$ cat config.mk
export PLATFORM = sky130hd
export DESIGN_NAME = irq_ctl
export DESIGN_NICKNAME = d
export VERILOG_FILES = /design/src/rtl/irq_ctl.sv
export SDC_FILE = /design/constraint.sdc
export NUM_CORES = 1
export LEC_CHECK = 0
export BUFFER_PORTS_ARGS = -buffer_cell sky130_fd_sc_hd__clkbuf_2
export CORE_MARGIN = 2
export CORE_UTILIZATION = 43
export CTS_CLUSTER_DIAMETER = 60
export CTS_CLUSTER_SIZE = 10
export DETAILED_ROUTE_END_ITERATION = 6
export HOLD_SLACK_MARGIN = 0.08
export PLACE_DENSITY = 0.77
export SYNTH_ARGS = -nofsm -noshare
export SYNTH_HDL_FRONTEND = slang
export SYNTH_SLANG_ARGS = --single-unit
$ cat constraint.sdc
create_clock -name clk -period 1.85 [get_ports clk]
set_clock_uncertainty 0.05 [all_clocks]
set_input_delay 0.37 -clock clk [delete_from_list [all_inputs] [get_ports clk]]
set_output_delay 0.37 -clock clk [all_outputs]
set_load 0.005 [all_outputs]
$ cat src/rtl/irq_ctl.sv
// Multi-source interrupt controller: edge/level pending capture, mask, lowest-index priority, one outstanding irq.
// Pending bits set one cycle after the source edge and irq follows a cycle later; pause freezes the state machine and outputs.
module irq_ctl #(
  parameter int                NSRC      = 8,
  parameter int                VEC_W     = 3,
  parameter logic [NSRC-1:0]   EDGE_MASK = '0
) (
  input  logic              clk,
  input  logic              rst,
  input  logic [NSRC-1:0]   src_irq,
  input  logic              mask_we,
  input  logic [NSRC-1:0]   mask_din,
  output logic [NSRC-1:0]   mask_q,
  input  logic              clr_we,
  input  logic [NSRC-1:0]   clr_din,
  output logic [NSRC-1:0]   pend_q,
  input  logic              pause,
  output logic              irq,
  input  logic              iack,
  output logic [VEC_W-1:0]  vec,
  output logic              in_service
);

  localparam logic [1:0] ST_IDLE = 2'd0;
  localparam logic [1:0] ST_REQ  = 2'd1;
  localparam logic [1:0] ST_SERV = 2'd2;

  logic [1:0]       state;
  logic [NSRC-1:0]  src_prev;
  logic             iack_prev;
  logic [NSRC-1:0]  active;
  logic [NSRC-1:0]  pend_n;
  logic [VEC_W-1:0] winner;
  logic             accept;
  logic             iack_fall;

  assign active    = pend_q & mask_q;
  assign accept    = (state == ST_REQ) && !pause && iack && !iack_prev;
  assign iack_fall = !iack && iack_prev;

  // Descending scan so the lowest set index is the last assignment and wins.
  always_comb begin
    winner = '0;
    for (int i = NSRC - 1; i >= 0; i--) begin
      if (active[i]) winner = VEC_W'(i);
    end
  end

  always_comb begin
    pend_n = pend_q;
    for (int i = 0; i < NSRC; i++) begin
      if (EDGE_MASK[i]) begin
        if (src_irq[i] && !src_prev[i])
          pend_n[i] = 1'b1;
        else if ((clr_we && clr_din[i]) || (accept && (vec == VEC_W'(i))))
          pend_n[i] = 1'b0;
      end else begin
        pend_n[i] = src_irq[i];
      end
    end
  end

  always_ff @(posedge clk or negedge rst) begin
    if (!rst) begin
      pend_q    <= '0;
      mask_q    <= '0;
      src_prev  <= '0;
      iack_prev <= 1'b0;
    end else begin
      pend_q    <= pend_n;
      src_prev  <= src_irq;
      iack_prev <= iack;
      if (mask_we) mask_q <= mask_din;
    end
  end

  always_ff @(posedge clk or negedge rst) begin
    if (!rst) begin
      state      <= ST_IDLE;
      irq        <= 1'b0;
      vec        <= '0;
      in_service <= 1'b0;
    end else if (!pause) begin
      case (state)
        ST_IDLE: begin
          if (active != '0) begin
            state <= ST_REQ;
            irq   <= 1'b1;
            vec   <= winner;
          end
        end
        ST_REQ: begin
          if (accept) begin
            state      <= ST_SERV;
            irq        <= 1'b0;
            in_service <= 1'b1;
          end else if (active == '0) begin
            state <= ST_IDLE;
            irq   <= 1'b0;
          end else begin
            vec <= winner;
          end
        end
        ST_SERV: begin
          // No nesting: pending bits keep accumulating but are not looked at here.
          if (iack_fall) begin
            state      <= ST_IDLE;
            in_service <= 1'b0;
          end
        end
        default: begin
          state      <= ST_IDLE;
          irq        <= 1'b0;
          in_service <= 1'b0;
        end
      endcase
    end
  end

endmodule

Yosys cells after proc, flatten, opt, wreduce, memory -nomap -nowiden

Cells that the tools add are included.

Bitwise operators: 4
Equal/unequal tests: 8
Reductions and logical operators: 15
Muxes and demuxes: 24

Operator list:

| operator                                       | number |
|---|---|
| 2-to-1 mux 3 bit                               | 11 |
| AND reduction 4 bit                            | 3 |
| != test 2 bit (second input constant)          | 5 |
| AND 8 bit                                      | 1 |
| zero test 8 bit                                | 1 |
| 2-to-1 mux 2 bit                               | 4 |
| nonzero test 8 bit                             | 1 |
| one-hot mux 1 bit (3 select lines)             | 2 |
| one-hot mux 2 bit (3 select lines)             | 1 |
| one-hot mux 3 bit (2 select lines)             | 1 |
| 2-to-1 mux 1 bit                               | 5 |
| AND reduction 5 bit                            | 1 |
| logical AND 1 bit                              | 4 |
| zero test 1 bit                                | 3 |
| != test 3 x 2 -> 1 bit (second input constant) | 1 |
| inverter 1 bit                                 | 3 |
| == test 2 x 1 -> 1 bit (second input constant) | 1 |
| == test 2 bit (second input constant)          | 1 |
| zero test 2 bit                                | 1 |
| nonzero test 2 bit                             | 1 |

Bits in registers: 24
Bits of input ports: 30
Output and inout port bits: 21
Logic and storage cells: 58

Logic depth before layout (Yosys ltp)

Gate-level depths: netlist of the first run.

Depth in word-level cells: 12
Mapped depth: 4
Depth with buffers taken out: 4

Least setup slack after synthesis of the first run

Ideal clock, no wire load.

Kind: register to register
Start: reg pend_q[2]
End: reg vec[0]
Library setup time: 0.125 ns
Required time: 1.675 ns
Arrival: 1.338 ns
Period minus slack after synthesis: 1.513 ns
Slack: 0.337 ns
Buffers on the path: 0
Stages on the path, launching flop included: 5
Path through: dfrtp_1 -> a22oi_4 -> nand3_2 -> o31ai_2 -> mux2_4

Word-level cells in the longest chain between the ends: 7
Elaborated cells on any way between the ends: 13
Those cells by class: eq/ne (2); mux (7); bitwise (1); reduce/logical (3)

Ends and longest elaborated chain:

| element                            | RTL line | RTL |
|---|---|---|
| start, declared                    | 16       | `output logic [NSRC-1:0] pend_q,` |
| start signal, assigned             | 70       | `pend_q <= pend_n;` |
| AND 8 bit *                        | 37       | `assign active = pend_q & mask_q;` |
| 2-to-1 mux 3 bit (3 in series)     | 45       | `if (active[i]) winner = VEC_W'(i);` |
| 2-to-1 mux 3 bit                   | 97       | `end else if (active == '0) begin` |
| 2-to-1 mux 3 bit                   | 93       | `if (accept) begin` |
| one-hot mux 3 bit (2 select lines) | 84       | `case (state)` |
| end signal, assigned               | 89       | `vec <= winner;` |
| end signal, assigned               | 101      | `vec <= winner;` |
| end, declared                      | 20       | `output logic [VEC_W-1:0] vec,` |

Mark *: on every way between the ends. The rest lies on a longest branch, timed or not. The select of a mux whose other input is x is not followed.
A chain may end at the register's enable or synchronous reset.

Worst setup path after layout of the first run

Ends and elaborated chain as after synthesis.

==> results by group, run 1 <==
Critical path
  • R2R depth: 4
  • Setup CP Type: register to register
  • R2r endpoint: vec[0]$_DFFE_PN0P_
  • Critical Path AT: ~1700 ps
  • CP Cell Sequence: a22oi_4, nand3_2, o31ai_2, mux2_4
  • Worst path required time: roughly 2000 ps
  • Crit-path max FO: 3
  • Worst path max stage delay: 440 ps
  • CP Capture Type: register
  • R2r setup slk: about 260 ps
  • Slowest cell on the critical path: dfrtp_1
  • Worst reg2reg startpoint: pend_q[2]$_DFF_PN0_
  • Startpoint types: register

Cells and area
  • Share of cells above drive strength 1: roughly half
  • Final nets: 153
  • Final instance area: 1270 um^2
  • # diodes: 0
  • Commonest non-fill, non-tap cell in the layout: clkbuf_2
  • Commonest non-fill, non-tap cells in the layout: clkbuf_2, dfrtp_1, nand2_1, mux2_2, a21oi_1
  • Area grow syn2layout: 29.8%

Min path
  • Worst Hold Path EP: pend_q[7]$_DFF_PN0_
  • Worst hold path depth: 1
  • Hold_sp: src_irq[7]
  • Worst hold path type: input pin to register

Floorplanning
  • # IOs: 51
  • Die height: approximately 52 um
  • Core region area: 2190 um^2
  • Die area: 2680 um^2
  • Initial Util: 44.8%
  • Chip Width: around 52 um
  • # rows: 17

Logic synthesis
  • Synthesized area: 982 um^2
  • Synth unique cells: 25
  • Syn Area/Cell: between 10 and 15 um^2
  • Post-synthesis sequential area ratio: 61.1%
  • YS warnings: 0
  • Synthesized Nets: 106
  • Post-synthesis cell count: 76
  • #FFs+latches synth: 24

Power
  • P_leak: 0.641 nW
  • Maximum vdd drop: approximately 0.57 mV
  • Pwr Density: roughly 910 nW/um^2

Place
  • # port buffers: 41
  • Post-place setup slack: approximately 270 ps
  • Placer Congestion: approximately 0.71
  • Placed cell areas: roughly 1200 um^2

Detailed routing
  • Drt drc: 0
  • Vias per cell: 4.95
  • Avg WL per Cell: 12.9 um
  • Post-Route WL: 1940 um
  • DR iter-0 viols: 6
  • Vias: approximately 740
  • Detail Route Antenna Nets: 0
  • 1st-pass router iterations: 4

CTS
  • Clk sink count: 24
  • Num CTS Buffers: 3
  • CTS tree: done
  • CTS resizes: 0
  • Worst skew pair latency: a little over 300 ps
  • Clock transition at the registers of the reported paths: 120 ps
  • H-tree lvl count: 1
  • CTS root buffer: clkbuf_4
  • Longest Clk Path Bufs: 2

STA
  • Tcrit/Tclk final: 85.8%
  • Fmax: 630 MHz
  • RSZ-0062 raised after global routing: false
  • Max-slew violation count: 0
  • Hold Vio Cnt, Final: 0
  • Relative slew slack: 62.5%
  • Setup TNS: 0 ps
  • Worst Tran Pin Value: 563 ps
  • Post-route setup slack: 263 ps
  • Post-route minimum period: 1590 ps
  • Final setup fails: 0

GRT
  • Initial antenna violation count: 0
  • First-pass GRT wire length: around 3300 um
  • Grt ovf: 0
  • Gr usage total: 16.7%
  • Vias in the first global route: 747
  • Largest net degree at the start of global routing: 25

Status
  • Status: finished, final reports clean

Run
  • Max-cap viol count: 0
## power breakdown
group / leakage (nW) / internal [mW] / switching [mW]
combinational: 0.342 / 0.133 / 0.108
clock: 0.0210 / 0.120 / 0.145
sequential: 0.278 / 0.591 / 0.0629
## cell usage after synthesis
library cell | number | area, um^2
nor2b_1 | 1 | 6.26
o31ai_2 | 1 | 12.5
nand2b_1 | 2 | 12.5
nand3_2 | 1 | 10.0
o2bb2ai_1 | 1 | 8.76
clkbuf_1 | 1 | 3.75
nand3b_1 | 1 | 7.51
o21ai_0 | 1 | 5.00
nand3_1 | 1 | 5.00
mux2_2 | 9 | 101
and2_1 | 1 | 6.26
nor2_1 | 3 | 11.3
o21bai_1 | 1 | 7.51
a32o_1 | 1 | 10.0
inv_1 | 1 | 3.75
nor3_1 | 1 | 5.00
a311oi_4 | 1 | 26.3
nand2_1 | 14 | 52.6
a32oi_1 | 1 | 8.76
o31ai_1 | 1 | 7.51
a21oi_1 | 5 | 25.0
mux2_4 | 1 | 15.0
dfrtp_1 | 24 | 601
a22oi_4 | 1 | 21.3
a22o_1 | 1 | 8.76
## per-layer routing
| layer | global-route usage (%) | vias up | share of wire [%] |
|---|---|---|---|
| met1 | 21.8 | 351 | 42 |
| li1 | - | 360 | - |
| met3 | 3.16 | 4 | 6.6 |
| met5 | 0 | - | 0 |
| met4 | 7.89 | 0 | 2.0 |
| met2 | 26.7 | 28 | 50 |
## cell type report
class	instances	area, um^2
multi-input combinational	50	374
sequential	24	601
clock buffer	4	36.3
timing repair buffer	43	225
tap	28	35.0
fill	196	916
inverter	1	3.75
## state kept, by name (all words and copies together), names as in the netlist
| register | flops |
|---|---|
| state | 2 |
| iack_prev | 1 |
| in_service | 1 |
| irq | 1 |
| vec | 3 |
| pend_q | 8 |
| mask_q | 8 |
## metrics by stage
| stage | power [mW] | util [%] | std cells | hold slack, ps |
|---|---|---|---|---|
| final | 1.16 | 58.2 | 150 | 107 |
| after global routing | 1.25 | 58.2 | 150 | 82.1 |
| after CTS | 1.17 | 57.7 | 149 | 100 |
| after detailed placement | 0.907 | 55.6 | 144 | 338 |
| after global placement | 0.894 | 55.6 | 144 | 336 |
| after floorplan | 0.785 | - | 76 | 24.4 |
## how the worst max path moves through the flow
stage                        startpoint                 end  slack (ps)
finish              pend_q[2]$_DFF_PN0_  vec[0]$_DFFE_PN0P_         260
global route        pend_q[2]$_DFF_PN0_  vec[0]$_DFFE_PN0P_         190
CTS                 pend_q[2]$_DFF_PN0_  vec[0]$_DFFE_PN0P_         260
detailed placement  pend_q[2]$_DFF_PN0_  vec[0]$_DFFE_PN0P_         270
global placement    pend_q[2]$_DFF_PN0_  vec[0]$_DFFE_PN0P_         270
floorplan           pend_q[2]$_DFF_PN0_  vec[0]$_DFFE_PN0P_         340
## critical path: cells and delay by family (launching register included)
kind               cells  cell delay, ps
AOI/OAI and AO/OA      2             550
DFF                    1             440
muxes                  1             320
and+or+nand+nor        1             130
## timing repair
action / in CTS / in global routing
setup buffers: 0 / 0
hold buffers: 1 / 1
endpoints found under the hold margin: 24 / 1
## logic make-up after synthesis
family                 Yosys count  share of synthesized area, %
and+or+nand+nor                 25                          11.8
DFF                             24                          61.1
AOI/OAI and AO/OA               15                          14.4
muxes                           10                          11.8
buffers and inverters            2                         0.764
No activity file was read; power rests on OpenSTA's default activity.
==> run 2: changes to the inputs <==
- ABC_AREA: default -> 1
- CORE_UTILIZATION: 43 -> 44
- PLACE_DENSITY: 0.77 -> 0.78
==> run 2 against run 1 <==
  * Total power up 12%
  * Fmax up 24%
  * Area after synthesis up 2.9%
  * Non-clock buffer count down 1
  * Cell count up 13%
  * Design area up 1.4%
  * Largest cell class unchanged
  * Die area up 0.56%
  * Highest routed layer unchanged
  * Core utilization up 0.80 points
  * Combinational power up 47%
  * Sequential share of layout area down 0.64 points
  * Count of clock-buffer cells in the layout unchanged
==> results by group, run 2 <==
Cells and area
  • Commonest non-fill, non-tap cell in the layout: clkbuf_2
  • Share of cells above drive strength 1: approximately 46%
  • Fill cells: roughly 200
  • Commonest non-fill, non-tap cells in the layout: clkbuf_2, nand2_1, dfrtp_1, mux2_2, inv_1
  • Final nets: 173
  • # diodes: 0
  • Final design utilization: 59.0%
  • Area grow syn2layout: 27.8%
  • Top flop regs: mask_q (8), pend_q (8), vec (3)

Power
  • Clk pwr share: 20.7%
  • P_leak: 0.707 nW
  • Maximum vdd drop: around 0.67 mV
  • Switch share: 31.4%
  • Share of power burned in registers: 52.1%
  • Int Pwr: 0.893 mW
  • Gate power share: 27.2%
  • Pwr Density: 1010 nW/um^2
  • Sw Pwr: 0.408 mW

CTS
  • Worst skew pair latency: between 300 and 400 ps
  • Longest Clk Path Bufs: 2
  • Post-CTS setup buffer count: 0
  • CTS resizes: 0
  • CTS root buffer: clkbuf_4
  • Clk sink count: 24
  • CTS tree: done
  • Num CTS Buffers: 3
  • H-tree lvl count: 1
  • Clock transition at the registers of the reported paths: 130 ps
  • Cts hold-fix bufs: 1

Place
  • # port buffers: 41
  • Placer Congestion: ~0.8
  • Post-DP HPWL: 1460 um

STA
  • Worst Tran Pin Value: 573 ps
  • Max-slew violation count: 0
  • Tcrit/Tclk final: 69.0%
  • Post-route minimum period: 1280 ps
  • Hold Vio Cnt, Final: 0
  • Final setup fails: 0
  • Relative slew slack: 61.8%
  • Fmax: 784 MHz
  • Setup TNS: 0 ps
  • RSZ-0062 raised after global routing: false

Floorplanning
  • Core region area: 2190 um^2
  • Die area: 2700 um^2
  • Die height: around 52 um
  • # IOs: 51
  • Initial Util: a little under half
  • Chip Width: 51.9 um
  • # rows: 17

Detailed routing
  • Vias: ~820
  • Vias per cell: about 4.8
  • Post-Route WL: 1840 um
  • Drt drc: 0
  • Detail Route Antenna Nets: 0
  • DR iter-0 viols: 22
  • Avg WL per Cell: 10.8 um
  • 1st-pass router iterations: 4

GRT
  • Grt ovf: 0
  • GR Util met1: around 20%
  • First-pass GRT wire length: 3170 um
  • Largest net degree at the start of global routing: 25
  • Gr busiest metal: met2
  • Gr usage total: 15.5%
  • Initial antenna violation count: 0
  • Met2 track demand over resource: 26.6%
  • Vias in the first global route: 816
  • Met3 global-route usage: roughly 1.7%

Logic synthesis
  • Post-synth EDFFs: 0
  • #FFs+latches synth: 24
  • Combinational family with the most area after synthesis: simple AND/OR/NAND/NOR gates
  • Post-synthesis cell count: 97
  • Post-synthesis compound-gate area fraction: 4.33%
  • Multiplexer share of the synthesized area: 8.91%
  • Synth unique cells: 21
  • Post-synthesis async set-or-reset flop share: 100%
  • Adder-Cell Fraction of Synth Area: 0%
  • Ranking of synthesized cells by area: dfrtp_1, nand2_1, mux2_2
  • Syn Area/Cell: ~10 um^2
  • YS warnings: 0
  • Top-count cell post-synth: nand2_1
  • Most frequent cells after synthesis: nand2_1, dfrtp_1, mux2_2, inv_1, nand2_2
  • Post-synthesis sequential area ratio: approximately three fifths
  • Largest area contributor in the netlist: dfrtp_1
  • Synth Area in Simple Gates: a little under a quarter
  • Synthesized Nets: 127
  • Post-synthesis xor/xnor area fraction: 0%
  • Synthesized area: 1010 um^2
  • Area fraction of the dominant cell type after synthesis: slightly below 60%
  • Top FF cell, synth: dfrtp_1

Critical path
  • Slowest cell on the critical path: dfrtp_1
  • Top Family by Delay on Critical Path: flip-flops
  • CP Cell Sequence: clkbuf_2
  • Startpoint types: register
  • Worst path required time: 1430 ps
  • Critical Path AT: 860 ps
  • R2r setup slk: 600 ps
  • Buf/Inv on CP: 1
  • Setup CP Type: register to output pin
  • CP Capture Type: output pin
  • Worst reg2reg startpoint: mask_q[0]$_DFFE_PN0P_
  • R2r endpoint: state[1]$_DFFE_PN0P_
  • Crit-path max FO: 3
  • R2R depth: 8
  • Worst path max stage delay: 430 ps

Status
  • Status: finished, final reports clean

Min path
  • Worst Hold Path EP: pend_q[1]$_DFF_PN0_
  • Worst hold path depth: 1
  • Hold_sp: src_irq[1]
  • Worst hold path type: input pin to register

Run
  • Max-cap viol count: 0
run 2: worst max path at each step:
stage                          start                    to  slack [ps]  cells after the start
6_report       mask_q[3]$_DFFE_PN0P_             mask_q[3]         570                      1
5_1_grt        mask_q[0]$_DFFE_PN0P_  state[1]$_DFFE_PN0P_         490                      8
4_1_cts        mask_q[3]$_DFFE_PN0P_             mask_q[3]         570                      1
3_5_place_dp   mask_q[0]$_DFFE_PN0P_  state[0]$_DFFE_PN0P_         610                      8
3_3_place_gp   mask_q[1]$_DFFE_PN0P_  state[1]$_DFFE_PN0P_         640                      8
2_1_floorplan  mask_q[0]$_DFFE_PN0P_  state[1]$_DFFE_PN0P_         700                      8
run 2: layer usage:
| metal | vias up | routed length, um |
|---|---|---|
| li1 | 402 | - |
| met1 | 381 | 800 |
| met2 | 33 | 891 |
| met3 | 2 | 137 |
| met4 | 0 | 9 |
| met5 | - | 0 |
run 2: area by class of cell:
| class | count | area (um^2) | area share (%) |
|---|---|---|---|
| sequential | 24 | 601 | 46.5 |
| inverter | 8 | 30.0 | 2.32 |
| tap | 28 | 35.0 | 2.71 |
| clock buffer | 4 | 36.3 | 2.81 |
| multi-input combinational | 64 | 375 | 29.0 |
| timing repair buffer | 42 | 215 | 16.7 |
run 2: kinds of logic (layout without fill, tap and decap cells):
kind of cell / Yosys count / in the layout
compound gates: 8 / 8
buf+inv: 9 / 54
flops: 24 / 24
mux: 8 / 8
simple gates: 48 / 48
run 2: through the flow:
stage                     total power, mW  cell area [um^2]  std cells  setup WS, ps  hold WS, ps
after floorplan                     0.904              1010         97           701         24.4
after global placement               1.03              1250        165           638          333
after detailed placement             1.05              1250        165           609          342
after CTS                            1.32              1290        170           569         97.1
after global routing                 1.40              1290        170           488         88.3
final                                1.30              1290        170           574          101
run 2: power groups by stage:
| stage | clock network (mW) | registers (mW) | logic (mW) |
|---|---|---|---|
| floorplan | 0 | 0.686 | 0.218 |
| global placement | 0 | 0.684 | 0.350 |
| detailed placement | 0 | 0.688 | 0.358 |
| CTS | 0.277 | 0.678 | 0.361 |
| global route | 0.296 | 0.693 | 0.409 |
| finish | 0.270 | 0.677 | 0.354 |
